<file path="config.mk">
export PLATFORM = sky130hd
export DESIGN_NAME = puf_resp_ctrl
export DESIGN_NICKNAME = d
export VERILOG_FILES = /design/src/rtl/puf_pkg.sv /design/src/rtl/puf_tmo_cntr.sv /design/src/rtl/puf_resp_ctrl.sv
export SDC_FILE = /design/constraint.sdc
export NUM_CORES = 1
export LEC_CHECK = 0
export ABC_AREA = 1
export CAP_MARGIN = 20
export CORE_UTILIZATION = 55
export DETAILED_ROUTE_END_ITERATION = 8
export PLACE_DENSITY = 0.91
export SLEW_MARGIN = 25
export SYNTH_ARGS = -nofsm -noshare
export SYNTH_HDL_FRONTEND = slang
export SYNTH_SLANG_ARGS = --single-unit
</file>
<file path="constraint.sdc">
create_clock -name clk -period 2.25 [get_ports clk]
set_input_delay 0.225 -clock clk [delete_from_list [all_inputs] [get_ports clk]]
set_output_delay 0.225 -clock clk [all_outputs]
set_load 0.01 [all_outputs]
</file>
<file path="src/rtl/puf_pkg.sv">
// -----------------------------------------------------------------------------
// puf_pkg -- shared definitions for the PUF response controller.
//   RESP_W_DEF      : default number of response bits per challenge sequence
//   TIMEOUT_CYC_DEF : default RUN cycles allowed per bit before a forced decision
//   puf_state_e     : controller FSM states
//   puf_dec_t       : outcome of one RUN-cycle race evaluation
//   puf_decide()    : race arbitration between the two oscillator counters
// -----------------------------------------------------------------------------
package puf_pkg;

  localparam int RESP_W_DEF      = 8;
  localparam int TIMEOUT_CYC_DEF = 64;

  typedef enum logic [2:0] {
    ST_IDLE = 3'd0,
    ST_CLR  = 3'd1,
    ST_RUN  = 3'd2,
    ST_CAPT = 3'd3,
    ST_DONE = 3'd4
  } puf_state_e;

  typedef struct packed {
    logic decided;  // the race for this bit is over
    logic bit_val;  // resulting response bit
    logic err;      // decision was forced (tie or timeout)
  } puf_dec_t;

  // A counter reaching its threshold always beats the timeout in the same
  // cycle; a simultaneous finish is a tie and yields a flagged 0.
  function automatic puf_dec_t puf_decide(input logic valid_a,
                                          input logic valid_b,
                                          input logic expired);
    puf_dec_t d;
    d = '0;
    if (valid_a && valid_b) begin
      d.decided = 1'b1;
      d.err     = 1'b1;
    end else if (valid_a) begin
      d.decided = 1'b1;
      d.bit_val = 1'b1;
    end else if (valid_b) begin
      d.decided = 1'b1;
    end else if (expired) begin
      d.decided = 1'b1;
      d.err     = 1'b1;
    end
    return d;
  endfunction

endpackage

</file>
<file path="src/rtl/puf_tmo_cntr.sv">
// -----------------------------------------------------------------------------
// puf_tmo_cntr -- per-bit RUN timeout counter.
//   clk, rst_n : clock, asynchronous active-low reset
//   clr        : synchronous clear (held during the CLR state)
//   en         : count enable (RUN state)
//   expired    : counter has reached TIMEOUT_CYC-1, i.e. this is the last
//                RUN cycle allowed for the current bit
// -----------------------------------------------------------------------------
module puf_tmo_cntr
  import puf_pkg::*;
#(
  parameter int TIMEOUT_CYC = TIMEOUT_CYC_DEF
) (
  input  logic clk,
  input  logic rst_n,
  input  logic clr,
  input  logic en,
  output logic expired
);

  localparam int              CW   = (TIMEOUT_CYC > 1) ? $clog2(TIMEOUT_CYC) : 1;
  localparam logic [CW-1:0]   LAST = CW'(TIMEOUT_CYC - 1);

  logic [CW-1:0] cnt_q;

  // The count is zero on the first RUN cycle, so expired rises on RUN
  // cycle TIMEOUT_CYC and the counter saturates there.
  always_ff @(posedge clk or negedge rst_n) begin
    if (!rst_n) begin
      cnt_q <= '0;
    end else if (clr) begin
      cnt_q <= '0;
    end else if (en && !expired) begin
      cnt_q <= cnt_q + 1'b1;
    end
  end

  assign expired = (cnt_q == LAST);

endmodule

</file>
<file path="src/rtl/puf_resp_ctrl.sv">
// -----------------------------------------------------------------------------
// puf_resp_ctrl -- sequences an arbiter-style ring-oscillator PUF: for each
// challenge index it clears two race counters, lets them run, records which
// one reached its threshold first, and assembles the bits LSB first.
//   clk, rst_n    : clock, asynchronous active-low reset
//   i_start       : start a sequence (honoured only when idle)
//   i_valid_a/b   : counter A/B reached its threshold
//   i_resp_ready  : consumer takes o_resp
//   o_cnt_en      : enable for both race counters
//   o_cnt_rst_n   : registered active-low clear for both race counters
//   o_chal        : current bit index / oscillator-pair select
//   o_busy        : sequence in progress (any state but IDLE)
//   o_resp_valid  : o_resp holds a finished response
//   o_resp        : assembled response
//   o_err         : sticky tie/timeout flag for the current sequence
// -----------------------------------------------------------------------------
module puf_resp_ctrl
  import puf_pkg::*;
#(
  parameter  int RESP_W      = RESP_W_DEF,
  parameter  int TIMEOUT_CYC = TIMEOUT_CYC_DEF,
  localparam int CHAL_W      = $clog2(RESP_W)
) (
  input  logic              clk,
  input  logic              rst_n,
  input  logic              i_start,
  input  logic              i_valid_a,
  input  logic              i_valid_b,
  input  logic              i_resp_ready,
  output logic              o_cnt_en,
  output logic              o_cnt_rst_n,
  output logic [CHAL_W-1:0] o_chal,
  output logic              o_busy,
  output logic              o_resp_valid,
  output logic [RESP_W-1:0] o_resp,
  output logic              o_err
);

  localparam logic [CHAL_W-1:0] LAST_IDX = CHAL_W'(RESP_W - 1);

  puf_state_e        state_q, state_d;
  logic [CHAL_W-1:0] idx_q;
  logic              bit_q;
  logic [RESP_W-1:0] resp_q;
  logic              err_q;
  logic              tmo_expired;
  puf_dec_t          dec;

  puf_tmo_cntr #(
    .TIMEOUT_CYC (TIMEOUT_CYC)
  ) u_tmo (
    .clk     (clk),
    .rst_n   (rst_n),
    .clr     (state_q == ST_CLR),
    .en      (state_q == ST_RUN),
    .expired (tmo_expired)
  );

  // Only meaningful in RUN; valids seen in any other state are never used.
  assign dec = puf_decide(i_valid_a, i_valid_b, tmo_expired);

  // NOTE: flops are written with <= so every register samples pre-edge values.
  always_ff @(posedge clk or negedge rst_n) begin
    if (!rst_n) state_q <= ST_IDLE;
    else        state_q <= state_d;
  end

  always_comb begin
    // NOTE: default first so no path through the case leaves state_d unassigned (no latch).
    state_d = state_q;
    case (state_q)
      ST_IDLE: if (i_start)      state_d = ST_CLR;
      ST_CLR:                    state_d = ST_RUN;
      ST_RUN:  if (dec.decided)  state_d = ST_CAPT;
      ST_CAPT:                   state_d = (idx_q == LAST_IDX) ? ST_DONE : ST_CLR;
      ST_DONE: if (i_resp_ready) state_d = ST_IDLE;
      default:                   state_d = ST_IDLE;
    endcase
  end

  // Outputs are decoded from the next state and registered, so they change
  // on the same edge as the state and the counter clear is glitch-free.
  always_ff @(posedge clk or negedge rst_n) begin
    if (!rst_n) begin
      o_cnt_en     <= 1'b0;
      o_cnt_rst_n  <= 1'b0;
      o_busy       <= 1'b0;
      o_resp_valid <= 1'b0;
      idx_q        <= '0;
      bit_q        <= 1'b0;
      // NOTE: the response register is a few flops, not a RAM, so it is reset like any other state.
      resp_q       <= '0;
      err_q        <= 1'b0;
    end else begin
      o_cnt_en     <= (state_d == ST_RUN);
      o_cnt_rst_n  <= (state_d == ST_RUN) || (state_d == ST_CAPT);
      o_busy       <= (state_d != ST_IDLE);
      o_resp_valid <= (state_d == ST_DONE);

      case (state_q)
        ST_IDLE: begin
          if (i_start) begin
            idx_q  <= '0;
            resp_q <= '0;
            err_q  <= 1'b0;
          end
        end
        ST_RUN: begin
          if (dec.decided) begin
            bit_q <= dec.bit_val;
            if (dec.err) err_q <= 1'b1;
          end
        end
        ST_CAPT: begin
          resp_q[idx_q] <= bit_q;
          // The index stays on the last bit through DONE; the next start clears it.
          if (idx_q != LAST_IDX) idx_q <= idx_q + 1'b1;
        end
        default: ;
      endcase
    end
  end

  assign o_chal = idx_q;
  assign o_resp = resp_q;
  assign o_err  = err_q;

endmodule

</file>
# == Word-level counts from Yosys, hierarchy flattened ==
# Cells that the tools add are included.
# classes
addsub,2
multipliers,0
div,0
order_cmp,2
eq_ne,14
n_shift,0
mux,28
n_bitwise,0
n_reduce_logical,14
# ops
cell,count
$mux 3,6
$pmux 8 s2,1
$pmux 3 s5,1
$mux 1,13
$eq 3x2->1 const B,4
$mux 6,2
$eq 3x3->1 const B,3
$bwmux 8,1
$mux 8,1
$ne 2x2->1 const B,4
$add 6x1->6 const B,1
$eq 6x6->1 const B,1
$pmux 3 s2,1
$reduce_bool 2->1,3
$lt 3x4->1 const B,1
$reduce_and 2->1,2
$reduce_and 4->1,1
$add 3x1->3 const B,1
$demux 1 s3,1
$eq 3x1->1 const B,1
$ge 3x1->1 const B,1
$logic_and 1x1->1,3
$logic_not 3->1,1
$ne 3x3->1 const B,1
other kinds (5),5
# word_totals
ff_bits,26
latch_bits,0
ramBits,0
romBits,0
inputBits,6
out_inout_bits,16
wordCells,70
memories,0

# == Logic depth before layout (Yosys ltp) ==
# depth
word_depth,9
depth_mapped,9
depth_no_buf,9

# == Cells and area by module ==
# A second synthesis with hierarchy kept.
# unflattened
hier_cells,185
area_unflattened_um2,1440.1
# by_module_without_submodules
module,n_inst,cells_each,area_each_um2,seq_area_each_um2
puf_resp_ctrl,1,132,1041.0,500.5
puf_tmo_cntr,1,53,399.1,150.1

# == Worst setup path before layout ==
# No wires, ideal clock.
# synth_path
path_type,register to register
start,"register idx_q[0], in the netlist o_chal[0]"
end,"register idx_q[0], in the netlist o_chal[0]"
setup_time_ns,0.135
arrival_time_ns,1.253
required_time_ns,2.115
setup_slack_ns,0.862
path_stages_with_launch,9
n_path_buf,0
period_less_slack_ns,1.388
cell_sequence,dfrtp_1 -> ha_1 -> ha_1 -> inv_1 -> nand2_1 -> nand2_1 -> inv_2 -> nand2_1 -> o21ai_0
# synth_between
elab_chain_len,3
elab_cells_between_ends,6
cone_classes,add/sub: 1; eq/ne: 2; mux: 2; reduce/logical: 1
# synth_lines
element,line,text
from (decl),puf_resp_ctrl.sv:42,logic [CHAL_W-1:0] idx_q;
from (signal assigned),puf_resp_ctrl.sv:117,if (idx_q != LAST_IDX) idx_q <= idx_q + 1'b1;
$add 3x1->3 or $ne 3x3->1 (tied branches),puf_resp_ctrl.sv:117,
$mux 3 or $ne 2x2->1 (tied branches),n/a,
$pmux 3 s2 or $reduce_and 3->1 (tied branches),n/a,
# Parallel ways exist; a longest one is shown, timed or not. The select of a mux whose other input is x is not followed.
# A chain may end at the register's enable or synchronous reset.

# == Worst setup path after layout ==
# layout_path
start,"register idx_q[0], in the netlist o_chal[0]"
end,output o_chal[0]
# layout_rtl
element,line,text
to (decl),puf_resp_ctrl.sv:32,"output logic [CHAL_W-1:0] o_chal,"
# No word-level cell between the ends.

==> reports/results.md <==
| Quantity | Reported | Unit |
|:---|:---|:---|
| Path class of the lowest-slack min-delay path | primary input to async pin | - |
| Unrepaired setup endpoints after global routing | false | - |
| Proportion of power drawn by combinational gates | 43.6 | % |
| Total Neg Setup Slack | 0 | ps |
| Final net count | 196 | - |
| Number of flops mapped to enable cells by yosys | 0 | - |
| Floorplan die height | 50.4 | um |
| Via count of the first global-routing pass | 1156 | - |
| Minimum period implied by the final worst setup slack | 1700 | ps |
| Distinct cells, synth | 21 | - |
| H-tree depth | 1 | - |
| Power share of the sequential group | 38.5 | % |
| Post-Syn Instances | 161 | - |
| Post-cts hold buffer count | 0 | - |
| Slew at the pin closest to its max-slew limit | 334 | ps |
| Critical path startpoint category | flop | - |
| Area of all placed cells without fillers | 1590 | sq um |
| Count of endpoints failing hold in the final timing report | 0 | - |
| First-pass GRT wire length | 4770 | um |
| Maximum clock rate | 0.588 | GHz |
| CTS resizes | 0 | - |
| Die Footprint | 2540 | sq um |
| Maximum number of pins on one net before global-route repair | 27 | - |
| Worst-case setup slack after placement | 713 | ps |
| Wire length per cell | 12.6 | um |
| CTS tree | built | - |
| Post-CTS setup repair buffer count | 0 | - |
| Antenna viol nets, final | 0 | - |
| Sw Share | 41.1 | % |
| Root cell of the clock tree | sky130_fd_sc_hd__clkbuf_4 | - |
| Startpoint of the worst-slack reg-to-reg timing path | o_chal[0]$_DFFE_PN0P_ | - |
| Antenna fix cells | 0 | - |
| Number of buffers inserted during clock tree synthesis | 3 | - |
| Worst reg2reg endpoint | o_chal[0]$_DFFE_PN0P_ | - |
| Cell area after synthesis | 1290 | sq um |
| Clock edge transition at the registers on the reported setup and hold paths | 150 | ps |
| Via count | 1122 | - |
| Gpl congestion | 0.829 | - |
| Async SR Flop Fraction | 100 | % |
| Clock buffer depth | 2 | - |
| First-pass DRT Iterations | 4 | - |
| Count of port buffers added during placement | 21 | - |
| Layout Cells excl Fill | 214 | - |
| Share of layout cells above drive strength 1 | 9.68 | % |
| Net Sw Power | 0.000750 | W |
| Combined buffer and inverter count along the critical path | 1 | - |
| Number of remaining DRC errors | 0 | - |
| CP Data Required Time | 2030 | ps |
| Critical Path Slowest Stage Cell | sky130_fd_sc_hd__clkdlybuf4s50_1 | - |
| Flip-flop cell with the highest count after synthesis | sky130_fd_sc_hd__dfrtp_1 | - |
| Critical path data arrival time | 1480 | ps |
| Number of DRC markers in iteration 0 | 24 | - |
| Worst IR Drop VDD | 0.857 | mV |
| Worst Setup Path Type | flop to primary output | - |
| Clk Latency, worst-skew pair | 330 | ps |
| CP peak stage delay | 600 | ps |
| Number of placed instances with taps included | 210 | - |
| Leading cell types in the layout, fill and taps excluded | sky130_fd_sc_hd__nand2_1, sky130_fd_sc_hd__dfrtp_1, sky130_fd_sc_hd__clkdlybuf4s50_1, sky130_fd_sc_hd__inv_1, sky130_fd_sc_hd__nand3_1 | - |
| Detail-routed via count per cell | 5.24 | - |
| Worst-case clock skew | 4.34 | ps |
| Boundary Pins | 22 | - |
| Number of warning messages in the yosys log | 0 | - |
| FP Rows | 17 | - |
| Sequential-to-total area share from yosys stat | 50.5 | % |
| Number of maximum-capacitance constraint violations | 0 | - |
| Leakage power total | 0.795 | nW |
| Run status | finished, final reports clean | - |
| Flop and latch count out of synthesis | 26 | - |
| Slew Limit Headroom | 77.6 | % |
| Net count of the mapped netlist | 170 | - |
| Post-placement cell area | 1540 | sq um |
| Total global-route track usage | 24.9 | % |
| Number of fillers in the final layout | 179 | - |
| Final critical-path share of the clock period | 75.6 | % |
| Setup ws final | 550 | ps |
| Area growth from synthesis to layout | 23.3 | % |
| Ordered cell list for the critical path | clkdlybuf4s50_1 | - |
| Starting density of the core | 58.3 | % |
| Routed wire length | 2700 | um |
| Internal power component | 0.00108 | W |
| HPWL reported at the end of detailed placement | 1940 | um |
| Clk pwr share | 17.8 | % |
| Count of pins over their slew limit | 0 | - |
| Number of clock sinks | 26 | - |
| Worst setup EP type | primary output | - |
| Cell family with the largest share of critical-path delay | buffers and inverters | - |
| Most common cell after layout, fill and taps aside | sky130_fd_sc_hd__nand2_1 | - |
| Core area | 2210 | sq um |
| Post-synthesis area per instance | 8.00 | sq um |
| Count of endpoints failing setup in the final report | 0 | - |
| R2R depth | 8 | - |
| Die width | 50.4 | um |
| Highest fanout seen on the critical path | 9 | - |
| Antenna violations before repair | 0 | - |
| Power density over cell area | 1150 | nW/um^2 |
| Worst reg2reg setup slack | 640 | ps |
| Remaining global-route overflow | 0 | - |
routing by layer:
metal  up-vias  part of all wire, %  routed length, um  GRT usage [%]
li1        566                    -                  -              -
met1       534                   45               1230           29.9
met2        20                   51               1380           43.8
met3         2                  2.8                 76           3.33
met4         0                 0.48                 13           12.0
met5         -                    0                  0              0
layout make-up:
cell class / count / area [sq um] / area share [%]
clock inverters: 1 / 30.0 / 1.89
inverters: 23 / 86.3 / 5.43
repair buffers: 22 / 218 / 13.7
well taps: 28 / 35.0 / 2.20
multi-input cells: 111 / 547 / 34.4
clock buffers: 3 / 22.5 / 1.42
flip-flops and latches: 26 / 651 / 40.9
sequential cells by signal, summed over array words and instances, names as in the netlist:
signal and flops:
u_tmo.cnt_q 6, o_cnt_rst_n 1, o_busy 1, o_chal 3, state_q 3, o_resp 8, o_err 1, o_cnt_en 1
bit_q 1, o_resp_valid 1
logic make-up (layout without fill, tap and decap cells):
family	after synthesis	count (layout)	synth area share (%)
xor+xnor	2	2	1.36
simple gates	88	88	30.2
buf+inv	24	49	7.09
fa+ha+maj	3	3	2.91
flops	26	26	50.5
compound gates	18	18	7.96
cells in the mapped netlist, types with 2 or more instances:
cell type | count | share of area (%)
sky130_fd_sc_hd__nor3_1 | 4 | 1.6
sky130_fd_sc_hd__inv_1 | 17 | 5.0
sky130_fd_sc_hd__nand2_1 | 53 | 15
sky130_fd_sc_hd__nand3_1 | 13 | 5.0
sky130_fd_sc_hd__inv_2 | 6 | 1.7
sky130_fd_sc_hd__nand2_2 | 4 | 1.9
sky130_fd_sc_hd__xnor2_1 | 2 | 1.4
sky130_fd_sc_hd__ha_1 | 3 | 2.9
sky130_fd_sc_hd__o21ai_0 | 9 | 3.5
sky130_fd_sc_hd__nand4_1 | 3 | 1.5
sky130_fd_sc_hd__dfrtp_1 | 26 | 50
sky130_fd_sc_hd__o21ai_1 | 2 | 0.78
sky130_fd_sc_hd__a21oi_1 | 2 | 0.78
sky130_fd_sc_hd__o31ai_1 | 4 | 2.3
sky130_fd_sc_hd__nor2_1 | 7 | 2.0
worst max path at each step:
stage               depth (start not counted)                   from  slack, ps                     to
global placement                            8  o_chal[0]$_DFFE_PN0P_        850  o_chal[0]$_DFFE_PN0P_
detailed placement                          8  o_chal[0]$_DFFE_PN0P_        710  o_chal[0]$_DFFE_PN0P_
floorplan                                   8  o_chal[0]$_DFFE_PN0P_        860  o_chal[0]$_DFFE_PN0P_
CTS                                         1  o_chal[0]$_DFFE_PN0P_        550              o_chal[0]
finish                                      1  o_chal[0]$_DFFE_PN0P_        550              o_chal[0]
global route                                1  o_chal[0]$_DFFE_PN0P_        480              o_chal[0]
through the flow:
step / power, W / hold slack (ps) / utilization, %
2_1_floorplan: 0.00119 / -70.6 / -
6_report: 0.00183 / 243 / 71.8
4_1_cts: 0.00183 / 240 / 71.8
5_1_grt: 0.00197 / 285 / 71.8
3_5_place_dp: 0.00150 / 459 / 69.5
3_3_place_gp: 0.00146 / 458 / 69.5
power by group through the flow:
stage | registers [W] | clock network, W | logic (W)
2_1_floorplan | 0.000728 | 0 | 0.000466
4_1_cts | 0.000701 | 0.000333 | 0.000794
3_3_place_gp | 0.000700 | 0 | 0.000756
5_1_grt | 0.000723 | 0.000343 | 0.000902
6_report | 0.000703 | 0.000325 | 0.000797
3_5_place_dp | 0.000709 | 0 | 0.000787
No activity file was read; power rests on OpenSTA's default activity.
